## config.mk

```make
export PLATFORM = sky130hd
export DESIGN_NAME = rng_range_sampler
export DESIGN_NICKNAME = d
export VERILOG_FILES = /design/src/rtl/rng_sampler_pkg.sv /design/src/rtl/rng_sampler_fifo.sv /design/src/rtl/rng_range_sampler.sv
export SDC_FILE = /design/constraint.sdc
export NUM_CORES = 1
export LEC_CHECK = 0
export ABC_AREA = 1
export CAP_MARGIN = 10
export CORE_MARGIN = 2
export CORE_UTILIZATION = 50
export DETAILED_ROUTE_END_ITERATION = 6
export PLACE_DENSITY_LB_ADDON = 0.2
export SYNTH_ARGS = -nofsm -noshare
export SYNTH_HDL_FRONTEND = slang
export SYNTH_HIERARCHICAL = 1
export SYNTH_SLANG_ARGS = --single-unit
```

## constraint.sdc

```tcl
create_clock -name clock -period 1.9 [get_ports clock]
set_clock_uncertainty 0.1 [all_clocks]
set_input_delay 0.285 -clock clock [delete_from_list [all_inputs] [get_ports clock]]
set_output_delay 0.285 -clock clock [all_outputs]
set_load 0.01 [all_outputs]
```

## src/rtl/rng_sampler_pkg.sv

```systemverilog
// Shared types and helpers for the random-range sampler: FSM states, word width
// and the multiply-high scaling function.
package rng_sampler_pkg;

    localparam int RAND_W  = 32;
    localparam int SCALE_W = 16;

    typedef enum logic [1:0] {
        IDLE  = 2'd0,
        START = 2'd1,
        RUN   = 2'd2
    } state_e;

    // Upper bits of word*range are floor(word*range/2^32), hence always < range.
    function automatic logic [SCALE_W-1:0] scale_word(
        input logic [RAND_W-1:0]  word,
        input logic [SCALE_W-1:0] range
    );
        logic [RAND_W+SCALE_W-1:0] product;
        product = {{SCALE_W{1'b0}}, word} * {{RAND_W{1'b0}}, range};
        return product[RAND_W+SCALE_W-1:RAND_W];
    endfunction

endpackage

```

## src/rtl/rng_sampler_fifo.sv

```systemverilog
// Show-ahead synchronous FIFO with occupancy count; head is presented whenever
// non-empty and reads as zero when empty.
module rng_sampler_fifo #(
    parameter int WIDTH = 8,
    parameter int DEPTH = 4
) (
    input  logic                     clock,
    input  logic                     resetn,
    input  logic                     push,
    input  logic [WIDTH-1:0]         push_data,
    input  logic                     pop,
    output logic [WIDTH-1:0]         rd_data,
    output logic [$clog2(DEPTH):0]   count
);
    localparam int AW = $clog2(DEPTH);
    localparam int CW = AW + 1;

    logic [WIDTH-1:0] r_mem [DEPTH];
    logic [AW-1:0]    r_wr_ptr;
    logic [AW-1:0]    r_rd_ptr;
    logic [CW-1:0]    r_count;
    logic             w_do_push;
    logic             w_do_pop;

    // A push into a full FIFO is only taken when the head leaves in the same cycle.
    assign w_do_pop  = pop && (r_count != {CW{1'b0}});
    assign w_do_push = push && ((r_count != CW'(DEPTH)) || w_do_pop);

    // Storage array; contents are don't-care until written.
    always_ff @(posedge clock) begin
        if (w_do_push) begin
            r_mem[r_wr_ptr] <= push_data;
        end
    end

    // Pointers and occupancy; pointer width makes wrap modulo DEPTH implicit.
    always_ff @(posedge clock or negedge resetn) begin
        if (!resetn) begin
            r_wr_ptr <= {AW{1'b0}};
            r_rd_ptr <= {AW{1'b0}};
            r_count  <= {CW{1'b0}};
        end else begin
            if (w_do_push) begin
                r_wr_ptr <= r_wr_ptr + AW'(1);
            end
            if (w_do_pop) begin
                r_rd_ptr <= r_rd_ptr + AW'(1);
            end
            case ({w_do_push, w_do_pop})
                2'b10:   r_count <= r_count + CW'(1);
                2'b01:   r_count <= r_count - CW'(1);
                default: r_count <= r_count;
            endcase
        end
    end

    assign rd_data = (r_count != {CW{1'b0}}) ? r_mem[r_rd_ptr] : {WIDTH{1'b0}};
    assign count   = r_count;

endmodule

```

## src/rtl/rng_range_sampler.sv

```systemverilog
// Random-word consumer: starts the generator, scales each word into [0, range_n)
// and prefetches indices. Optional counters under RNG_SAMPLER_STATS_EN.
module rng_range_sampler
    import rng_sampler_pkg::*;
#(
    parameter int RANGE_W = 8,
    parameter int DEPTH   = 4
) (
    input  logic               clock,
    input  logic               resetn,
    input  logic               enable,
    input  logic [RANGE_W-1:0] range_n,
    output logic               rng_start,
    input  logic [RAND_W-1:0]  rand_num_data,
    input  logic               rand_num_valid,
    output logic               rand_num_ready,
    output logic [RANGE_W-1:0] sample_data,
    output logic               sample_valid,
`ifdef RNG_SAMPLER_STATS_EN
    output logic [31:0]        stat_words,
    output logic [31:0]        stat_starve,
`endif
    input  logic               sample_ready
);
    localparam int CW = $clog2(DEPTH) + 1;

    state_e             r_state;
    state_e             w_state_nxt;
    logic               r_pipe_valid;
    logic [RANGE_W-1:0] r_pipe_data;
    logic [CW-1:0]      w_fifo_count;
    logic [CW-1:0]      w_occupancy;
    logic               w_accept;

    // Control state register.
    always_ff @(posedge clock or negedge resetn) begin
        if (!resetn) begin
            r_state <= IDLE;
        end else begin
            r_state <= w_state_nxt;
        end
    end

    // Next-state: START lasts exactly one cycle regardless of enable.
    always_comb begin
        w_state_nxt = r_state;
        case (r_state)
            IDLE: begin
                if (enable) w_state_nxt = START;
                else        w_state_nxt = IDLE;
            end
            START: w_state_nxt = RUN;
            RUN: begin
                if (!enable) w_state_nxt = IDLE;
                else         w_state_nxt = RUN;
            end
            default: w_state_nxt = IDLE;
        endcase
    end

    // In-flight pipe word counts against capacity so a push can never overflow.
    assign w_occupancy    = w_fifo_count + CW'(r_pipe_valid);
    assign rng_start      = (r_state == START);
    assign rand_num_ready = (r_state == RUN) && enable && (w_occupancy < CW'(DEPTH));
    assign w_accept       = rand_num_valid && rand_num_ready;

    // Scaling stage: range_n is captured with the word it applies to.
    always_ff @(posedge clock or negedge resetn) begin
        if (!resetn) begin
            r_pipe_valid <= 1'b0;
            r_pipe_data  <= {RANGE_W{1'b0}};
        end else begin
            r_pipe_valid <= w_accept;
            if (w_accept) begin
                r_pipe_data <= RANGE_W'(scale_word(rand_num_data, SCALE_W'(range_n)));
            end else begin
                r_pipe_data <= r_pipe_data;
            end
        end
    end

    rng_sampler_fifo #(
        .WIDTH (RANGE_W),
        .DEPTH (DEPTH)
    ) u_fifo (
        .clock     (clock),
        .resetn    (resetn),
        .push      (r_pipe_valid),
        .push_data (r_pipe_data),
        .pop       (sample_ready),
        .rd_data   (sample_data),
        .count     (w_fifo_count)
    );

    assign sample_valid = (w_fifo_count != {CW{1'b0}});

`ifdef RNG_SAMPLER_STATS_EN
    logic [31:0] r_stat_words;
    logic [31:0] r_stat_starve;

    // Free-running wrap-around event counters.
    always_ff @(posedge clock or negedge resetn) begin
        if (!resetn) begin
            r_stat_words  <= 32'd0;
            r_stat_starve <= 32'd0;
        end else begin
            if (w_accept) begin
                r_stat_words <= r_stat_words + 32'd1;
            end
            if (sample_ready && !sample_valid) begin
                r_stat_starve <= r_stat_starve + 32'd1;
            end
        end
    end

    assign stat_words  = r_stat_words;
    assign stat_starve = r_stat_starve;
`endif

endmodule
```

## Word level (Yosys, flattened, before mapping)

Memories as Yosys holds them, arrays and structs flattened.
Cells that the tools add are included.

| storage, ports and cells | value |
|---|---|
| bits of input ports | 45 |
| memory bits (writable) | 32 |
| flip-flop bits (word level) | 18 |
| bits in latches | 0 |
| output and inout bits | 11 |
| logic and storage cells | 35 |
| memory bits (read-only) | 0 |
| memories | 1 |

Memory list:

| name | depth | bits a word | rd ports | clocked after Yosys merged registers in | write ports | RTL line | text |
|---|---|---|---|---|---|---|---|
| u_fifo.r_mem | 4 | 8 | 1 | 0 | 1 | rng_sampler_fifo.sv:18 | `logic [WIDTH-1:0] r_mem [DEPTH];` |

| cells by class | value |
|---|---|
| reduce and logical (&&, ||, !) cells | 9 |
| bitwise logic cells | 0 |
| $lt $le $gt $ge | 1 |
| shift-type cells | 0 |
| divide/modulo/power cells | 0 |
| equal/unequal tests | 5 |
| $mul | 1 |
| muxes and demuxes | 7 |
| add/sub/neg operators | 5 |

Operator list:

| operator | count |
|---|---|
| 32-bit by 8-bit multiplier with 40-bit output | 1 |
| 8-bit two-way mux | 1 |
| 2-bit case mux with 3 select lines | 1 |
| 3-bit case mux with 2 select lines | 1 |
| 1-bit logical AND | 5 |
| 2-bit by 1-bit adder with 2-bit output, second input constant | 2 |
| 2-bit by 1-bit equality test with 1-bit output, second input constant | 2 |
| 2-bit equality test, second input constant | 2 |
| 3-bit by 1-bit adder with 3-bit output | 1 |
| 3-bit by 1-bit adder with 3-bit output, second input constant | 1 |
| 3-bit less-than comparator, second input constant | 1 |
| 1-bit two-way mux | 3 |
| 3-bit != test, second input constant | 1 |
| 3-bit nonzero test | 1 |
| 3-bit by 1-bit subtractor with 3-bit output, second input constant | 1 |
| 2-bit logical NOT | 1 |
| 2-bit two-way mux | 1 |
| 2-bit nonzero test | 1 |
| 1-bit logical OR | 1 |

## Logic depth before layout (Yosys ltp)

Gate-level depths: netlist of the first run.

| depth | value |
|---|---|
| depth after elaboration | 6 |
| mapped depth | 25 |
| depth with buffers taken out | 24 |

## By module

The synthesis of the first run kept the hierarchy.

By module, submodules not included:

| module | seq. area each (µm²) | instances | cells an instance | area each (µm²) |
|---|---|---|---|---|
| rng_range_sampler | 275.3 | 1 | 1,338 | 8,923.6 |
| rng_sampler_fifo | 1,136.1 | 1 | 149 | 1,691.6 |

## Least setup slack after synthesis of the first run

Ideal clock, no wire load.

| timing | value |
|---|---|
| path type | input-to-reg |
| from | in range_n[6] |
| to | reg r_pipe_data[2] |
| library setup time | 0.117 ns |
| buffers on the path | 1 |
| required time | 1.683 ns |
| arrival | 3.895 ns |
| slack | -2.213 ns |
| cell stages on the path | 19 |
| cell sequence | clkbuf_1 nand2_1 inv_1 fa_1 fa_1 fa_1 inv_1 fa_1 inv_1 ha_1 a21oi_1 a21boi_0 nor2_1 nor2_1 nand2_1 nand2_1 nand3_1 nand3_1 nand2_1 |

| on the way | value |
|---|---|
| longest elaborated chain between the ends | 1 |

Ends and longest elaborated chain:

| element | RTL line | text |
|---|---|---|
| start, declared | rng_range_sampler.sv:12 | `input logic [RANGE_W-1:0] range_n,` |
| 32-bit by 8-bit multiplier with 40-bit output | rng_sampler_pkg.sv:20 | `product = {{SCALE_W{1'b0}}, word} * {{RAND_W{1'b0}}, range};` |
| end signal, assigned | rng_range_sampler.sv:71 | `r_pipe_data <= {RANGE_W{1'b0}};` |
| end signal, assigned | rng_range_sampler.sv:75 | `r_pipe_data <= RANGE_W'(scale_word(rand_num_data, SCALE_W'(range_n)));` |
| end signal, assigned | rng_range_sampler.sv:77 | `r_pipe_data <= r_pipe_data;` |
| end, declared | rng_range_sampler.sv:30 | `logic [RANGE_W-1:0] r_pipe_data;` |

Every way passes these cells.
A chain may end at the register's enable or synchronous reset.

## Worst setup path after layout of the first run

| timing | value |
|---|---|
| from | in range_n[2] |
| to | reg r_pipe_data[7] |

Same word-level chain as after synthesis.

==> results of run 1 <==
==> path summary, 6_finish.rpt <==
path | startpoint | endpoint | slack, ps | depth (start not counted)
max in group asynchronous | resetn | u_fifo/r_rd_ptr[0] | 1250 | 2
worst max register to register | u_fifo/count[2] | u_fifo/r_mem[2][7] | 70 | 4
worst max-delay path | range_n[2] | r_pipe_data[7] | -2160 | 23
worst min-delay path | resetn | u_fifo/r_wr_ptr[1] | 230 | 2
min in group clock | r_state[1] | r_state[0] | 370 | 1
worst min register to register | r_state[1] | r_state[0] | 370 | 1
==> sequential cells by signal, indices dropped and copies added (netlist names) <==
signal	flops
u_fifo/r_mem	32
r_pipe_data	8
u_fifo/count	3
r_state	2
u_fifo/r_rd_ptr	2
u_fifo/r_wr_ptr	2
r_pipe_valid	1
==> cell families after synthesis <==
group | count (synthesis) | share of synthesized area [%]
buffers and inverters | 504 | 18.21
XOR/XNOR | 4 | 0.3301
flip-flops | 50 | 13.30
AND/OR/NAND/NOR | 600 | 22.47
adder cells (fa/ha/maj) | 241 | 41.14
AO/OA/AOI/OAI | 88 | 4.562
==> worst max-delay path, stage by stage <==
cell,delay (ps)
buf_12,130
buf_12,130
buf_4,140
nand2_1,50
inv_1,50
fa_2,540
fa_1,410
fa_1,510
inv_1,50
fa_1,490
inv_2,50
ha_4,280
buf_6,110
nand4_1,150
buf_4,200
inv_1,60
a21oi_2,60
nand2_2,100
nand2_1,70
nand3_1,80
nand2_1,60
nand3_2,70
nand2_2,60
==> per-stage QoR <==
step                cells  hold WS [ps]  setup TNS (ps)
global route         1924         256.6          -18410
floorplan            1487        -110.6          -15210
CTS                  1917         244.0          -16120
detailed placement   1877         355.8          -29100
global placement     1877         349.2          -29140
finish               1924         233.6          -16890
==> power breakdown <==
| part | total [mW] | leakage (nW) | internal [mW] | switching, mW |
|---|---|---|---|---|
| Sequential | 1.66 | 0.512 | 1.45 | 0.213 |
| Combinational | 16.1 | 7.53 | 6.92 | 9.21 |
| Clock | 1.04 | 0.0819 | 0.631 | 0.412 |
==> per-layer routing <==
metal  vias to the layer above  wire length, um
li1                       4556                -
met1                      4631            12850
met2                       314            14730
met3                        68             1795
met4                         0             1092
met5                         -                0
==> synthesized netlist by cell type <==
cell type / count
inv_1: 444
nand2_1: 433
fa_1: 180
nor2_1: 101
ha_1: 61
a21oi_1: 44
nand3_1: 35
edfxtp_1: 32
o21ai_0: 29
clkbuf_1: 28
clkbuf_2: 26
dfrtp_1: 18
nand4_1: 9
nor3_1: 6
o21bai_1: 6
nand2_2: 5
a21o_1: 3
xor2_1: 3
and2_1: 2
buf_4: 2
inv_2: 2
nor2_2: 2
nor4_1: 2
a21boi_0: 1
a21boi_1: 1
buf_1: 1
buf_2: 1
nand3_2: 1
nor2_4: 1
nor3_2: 1
nor3b_2: 1
o211ai_1: 1
o21a_1: 1
o21ai_1: 1
o21ai_4: 1
or3_1: 1
xnor2_1: 1
==> final cells by class <==
class                      count  area, um^2  area share [%]
timing repair buffer         212        2215           15.80
clock buffer                   5       125.1          0.8928
sequential                    50        1414           10.09
inverter                     446        1683           12.01
multi-input combinational    933        8185           58.41
clock inverter                 3       48.80          0.3482
tap                          275       344.1           2.455
==> timing repair <==
item,CTS,global route
resized for setup,296,91
cloned,15,2
buffers inserted,17,5
pin swaps,113,68
endpoints found under the setup margin,18,41
==> impl_metrics.yaml, run 1 <==
hold_path:
  hp-class: "primary input to async pin"
cells_and_area:
  nFillCells: 1716
  diodes: 0
  final_util_pct: 66.88
  drive_gt1_share_pct: 25.59
  layout_commonest_cell: "inv_1"
  layout.nets: 1934
  fin_area_um2: 14010
  final_cell_mix: "inv_1, nand2_1, fa_1"
  area_delta_synth_final_pct: 32.03
floorplan:
  die-area_um2: 22410
  ios: 56
  fp.dieW_um: 149.7
  core_um2: 20960
  dieHeight_um: 149.7
  rows: 53
  start_util_pct: 50.66
logic_synthesis:
  yosysTopAreaCellShare_pct: 33.95
  synth_cell_type_count: 37
  synth_area_leaders: "fa_1, inv_1, nand2_1, edfxtp_1, ha_1"
  netlist_instances: 1487
  synth_fp_nets: 1773
  avgSynthCellArea_um2: 7.139
  netlist_area_um2: 10620
  synth_top_area_cell: "fa_1"
  yosysWarnings: 6
  ys_seq_elements: 50
  yosysSeqAreaShare_pct: 13.30
grt:
  grtUsageMet3_pct: 2.988
  grt_use_total_pct: 27.49
  antenna_found_initial: 0
  grt_max_degree: 27
  busiest_layer: "met2"
  grt_pass1_vias: 9915
  grt_use_met1_pct: 36.98
  grt_pass1_wl_mm: 48.59
  overflow: 0
  use_met2_pct: 47.25
sta:
  relSlewSlack_pct: 49.63
  hold_violations: 0
  period_share_pct: 213.8
  setup_slack_ps: -2162
  min_period_ps: 4062
  finalSetupViolCount: 8
  tightest_slew_ps: 752.8
  drv_slew: 0
  clock.fmax_ghz: 0.2462
  rsz0062_at_grt: "yes"
critical_path:
  crit_fanout: 4
  startpoint_type: "primary input"
  cp.arrival_ps: 4140
  crit_required_ps: 1980
  crit_type: "primary input to flop"
  cp-end-kind: "flop"
drt:
  first_pass_iters: 4
  vias: 9569
  wirelength_mm: 30.46
  drt_iter0_drc: 710
  wl_per_cell_um: 15.83
  drcViolationCount: 0
  via_per_inst: 4.973
  drtAntennaViolNets: 0
placed_design:
  io_buffers: 55
  dp_slack_ps: -2823
  dpl-instance-area_um2: 12610
  hpwl_mm: 20.23
  gp_congestion: 0.9460
power:
  power.leakage_nw: 8.126
  power.density_nw_per_um2: 1344
  power.total_mw: 18.84
  peakVddDrop_uv: 902.7
clock_network:
  numCtsBuffers: 5
  worstSkewPairLatency_ps: 290
  clk_path_buf_depth: 2
  postCtsHoldBufs: 0
  htree_levels: 2
  clock_sinks: 50
  clk_pin_slew_worst_paths_ps: 70
  cts-root-buf: "clkbuf_16"
  cts_tree: "built"
status:
  violations: "setup timing"
  status: "complete, but fails checks"
flow_run:
  cap_viol_max_count: 0
Note: power is estimated with default switching activity, not from simulation.
==> run 2: changes to the inputs <==
- CAP_MARGIN: 10 -> 20
==> results of run 2 <==
Same layout as run 1: the final DEF is identical, and so are final timing and power.
==> edit 1: new RTL, flow settings as in run 1 <==
The 3 states of `state_e` get a one-hot encoding in 3 bits.
--- a/src/rtl/rng_sampler_pkg.sv
+++ b/src/rtl/rng_sampler_pkg.sv
@@ -5,10 +5,10 @@
     localparam int RAND_W  = 32;
     localparam int SCALE_W = 16;
 
-    typedef enum logic [1:0] {
-        IDLE  = 2'd0,
-        START = 2'd1,
-        RUN   = 2'd2
+    typedef enum logic [2:0] {
+        IDLE  = 3'b001,
+        START = 3'b010,
+        RUN   = 3'b100
     } state_e;
 
     // Upper bits of word*range are floor(word*range/2^32), hence always < range.
Behaviour: no difference found for any inputs over 10 cycles, from zero or initial values and one cycle with resetn low; not proved beyond that.
==> edit 1 against run 1 <==
  * The flow still finishes with violations (negative setup slack)
  * Worst setup slack worse by 16 ps
  * Fmax down 0.40%
  * Sequential cell count increased by 1
  * Routed wire length shrank 3.3%
  * Total power shrank 1.4%
  * Via count fell by 1.3%
  * Die area shrank 0.16%
  * Utilization up 0.21 points
  * Final area barely moved
  * Synthesized area is 0.17% lower
  * Synthesized cell count fell by 0.87%
  * Critical path depth decreased by 4
  * Highest routed layer unchanged
==> edit 1: results (changes against run 1) <==
yosys:
  async_flop_share: 0.373  # +0.0125
  ys_seq_area_frac: 0.136  # +0.00270
  synth_area_leaders: "fa_1, inv_1, nand2_1"
  synth_fa_ha_area_frac: 0.412  # +0.000680
  ys_types: 38  # +2.7%
  yosys.area_share.xor_xnor: 0.00331  # +0.00000546
  synth-compound-area-share: 0.0498  # +0.00421
  ys_top_cells_by_count: "inv_1, nand2_1, fa_1, nor2_1, ha_1"
  syn_inst: 1474  # -0.87%
  synth_top_area_share: 0.340  # +0.000561
  syn-num-nets: 1760  # -0.73%
outcome:
  violations: "negative setup slack"
  run_status: "finished with violations"
global_routing:
  grt_overflow: 0  # unchanged
  grt_pass1_vias: 9853  # -0.63%
  grt_usage: 0.275  # +0.000541
  grt_start_max_net_pins: 20  # -26%
  grt_pass1_wl_mm: 48.3  # -0.64%
worst_setup_path:
  critPathSlowestCell: "fa_1"
  startpoint: "rand_num_data[21]"
  worstPathMaxFanout: 7  # +3
  max_stage_delay_ps: 620  # +80 ps
  rrSetupSlack_ps: 110  # +40 ps
  r2r-end: "u_fifo/r_mem[1][1]$_DFFE_PP_"
  crit-reg2reg-launch: "u_fifo/count[1]$_DFFE_PN0P_"
  critical_path_arrival_ps: 4210  # +70 ps
detailed_routing:
  num_vias: 9440  # -1.3%
  routed_wl_mm: 29.5  # -3.3%
  dr.pass1.iters: 6  # +2
  drt_iter0_markers: 564  # -21%
  routed_via_density: 4.92  # -1.0%
place:
  gp_congestion: 0.898  # -5.1%
  placed_area_um2: 12600  # +0.32%
  dp_hpwl_mm: 20.5  # +1.3%
  place_ws_ps: -2920  # -95.1 ps
timing:
  timing.setup.tns_ps: -17090  # -199 ps
  worst_slew_pin_slew_ps: 761  # +8.58 ps
  setup_slack_ps: -2180  # -16.3 ps
  setup_viol: 9  # +1
pwr:
  ir_drop_mv: 0.731  # -19%
  leakage_nw: 8.14  # +0.13%
clock_network:
  cts_buffers: 5  # unchanged
  cts.path.max_buffers: 2  # unchanged
  h-tree-depth: 2  # unchanged
  cts.clk_slew.worst_paths_ps: 70  # about the same
finish:
  nets: 1928  # -0.31%
  drive_gt1_frac: 0.259  # +0.00337
  syn_to_final_growth_pct: 32.2
  n_fill_cell: 1703  # -0.76%
==> edit 1: where the power goes <==
group	switching, mW	internal, mW
Sequential	0.173	1.38
Combinational	8.97	7.00
Clock	0.384	0.662
Total	9.53	9.05
==> edit 1: how the worst min path moves through the flow <==
stage / start / end / slack (ps) / depth (start not counted)
2_1_floorplan: resetn / r_pipe_data[0]$_DFFE_PN0P_ / -110 / 0
3_3_place_gp: r_state[2]$_DFF_PN0_ / r_state[1]$_DFF_PN0_ / 360 / 1
3_5_place_dp: r_state[2]$_DFF_PN0_ / r_state[1]$_DFF_PN0_ / 380 / 1
4_1_cts: resetn / u_fifo/r_rd_ptr[0]$_DFFE_PN0N_ / 250 / 2
5_1_grt: resetn / u_fifo/r_rd_ptr[0]$_DFFE_PN0N_ / 280 / 2
6_report: resetn / u_fifo/r_rd_ptr[0]$_DFFE_PN0N_ / 240 / 2
==> edit 1: layer usage <==
metal / track usage / vias up / share of wire
met5: 0 / - / 0
met4: 0.0657 / 0 / 0.021
met3: 0.0253 / 43 / 0.051
met2: 0.498 / 252 / 0.51
met1: 0.357 / 4591 / 0.42
li1: - / 4554 / -
==> edit 1: cell type report <==
cell class / instances / area share
well taps: 275 / 0.0246
clock buffers: 6 / 0.00991
flip-flops and latches: 51 / 0.103
multi-input cells: 929 / 0.582
clock inverters: 2 / 0.00277
repair buffers: 219 / 0.160
inverters: 436 / 0.118
==> edit 1: what timing repair did <==
action                                  4_1_cts  5_1_grt
cloned                                       12        2
buffers inserted                             20        6
endpoints found under the setup margin       19       48
pin swaps                                    90       88
gates resized for setup                     240      139
==> edit 1: critical path: cells and delay by family <==
kind            cells  cell delay [ps]
simple gates        9              660
compound gates      2              360
fa+ha+maj           5             2380
buf+inv             3              520
==> edit 2: new RTL, config.mk and constraints of run 1 <==
Made on the original files. Add a define of `RNG_SAMPLER_STATS_EN`.
--- a/src/rtl/rng_range_sampler.sv
+++ b/src/rtl/rng_range_sampler.sv
@@ -1,5 +1,7 @@
 // Random-word consumer: starts the generator, scales each word into [0, range_n)
 // and prefetches indices. Optional counters under RNG_SAMPLER_STATS_EN.
+`define RNG_SAMPLER_STATS_EN
+
 module rng_range_sampler
     import rng_sampler_pkg::*;
 #(
Function (old outputs only; new: stat_starve and stat_words): kept (Yosys induction, for registers that start in step).
==> edit 2 against run 1 <==
  * Sequential power up 110%
  * Final area is 39% higher
  * Global-route usage is 0.28 points higher
  * Largest power group unchanged
  * Critical path type unchanged
  * Non-clock buffer count grew 101
  * Synthesized area increased by 34%
  * Utilization rose by 2.8 points
  * Largest cell class unchanged
  * Total power increased by 33%
  * Critical path depth down 1
  * First-iteration DRC count up 13%
  * Highest routed layer unchanged
  * Combinational power grew 16%
  * Worst setup slack gained 210 ps
  * Routed wire length up 36%
  * The run still ends with negative setup slack left
  * Worst hold slack gained 79 ps
  * Sequential cell count grew 64
==> edit 2: results (changes against run 1) <==
clock_network:
  post_cts_resized: 352  # +19%
  cts_buffers: 17  # +12
  clock_latency_ps: 410  # +120 ps
  h-tree-depth: 4  # +2
detailed_routing:
  drt_iter0_markers: 802  # +13%
  wl_met2_mm: 20.4  # +39%
  dr.pass1.iters: 6  # +2
  met1_length_mm: 17.6  # +37%
timing:
  hold-worst-slack_ps: 313  # +79.0 ps
  timing.setup.tns_ps: -16280  # +611 ps
  setup_viol: 18  # +10
  setup_slack_ps: -1950  # +211 ps
outcome:
  violations: "negative setup slack"
  run_status: "finished with violations"
place:
  dp_cells: 2523  # +34%
  gp_congestion: 0.919  # -2.9%
global_routing:
  use_met2: 0.484  # +0.0120
  grt_usage: 0.278  # +0.00277
  use_met3: 0.0444  # +0.0145
finish:
  fin_util: 0.697  # +0.0278
  multi_input_area_share: 0.532  # -0.0522
  drive_gt1_frac: 0.270  # +0.0141
  syn_to_final_growth_pct: 36.7
  seq_cells: 114  # +130%
  multi_input_area_um2: 10300  # +26%
worst_setup_path:
  rrSetupSlack_ps: -10  # -80 ps
  critical_path_arrival_ps: 4060  # -80 ps
  worstPathMaxFanout: 8  # +4
pwr:
  comb_power_share: 0.743  # -0.113
  ir_drop_mv: 0.822  # -8.9%
  leakage_nw: 10.6  # +31%
yosys:
  ys_top_cells_by_count: "nand2_1, inv_1, fa_1, nor2_1, dfrtp_1"
  async_flop_share: 0.719  # +0.359
==> edit 2: logic make-up after synthesis <==
| family | Yosys count | synth area share |
|---|---|---|
| AO/OA/AOI/OAI | 100 | 0.0379 |
| XOR/XNOR | 63 | 0.0388 |
| adder cells (fa/ha/maj) | 243 | 0.308 |
| buffers and inverters | 574 | 0.154 |
| flip-flops | 114 | 0.212 |
| AND/OR/NAND/NOR | 853 | 0.249 |
==> edit 2: worst max-delay path: stages <==
cell	delay [ps]
buf_12	120
buf_12	150
nand2_1	60
inv_1	50
fa_1	560
fa_1	440
fa_1	500
inv_1	50
fa_1	530
inv_1	60
ha_4	240
nand2_1	70
nand2_1	90
nand2_1	80
nand3_2	70
buf_4	130
a21oi_1	140
nand2_1	100
nand2_2	80
nand4_1	90
nand3_1	100
nand2_1	50
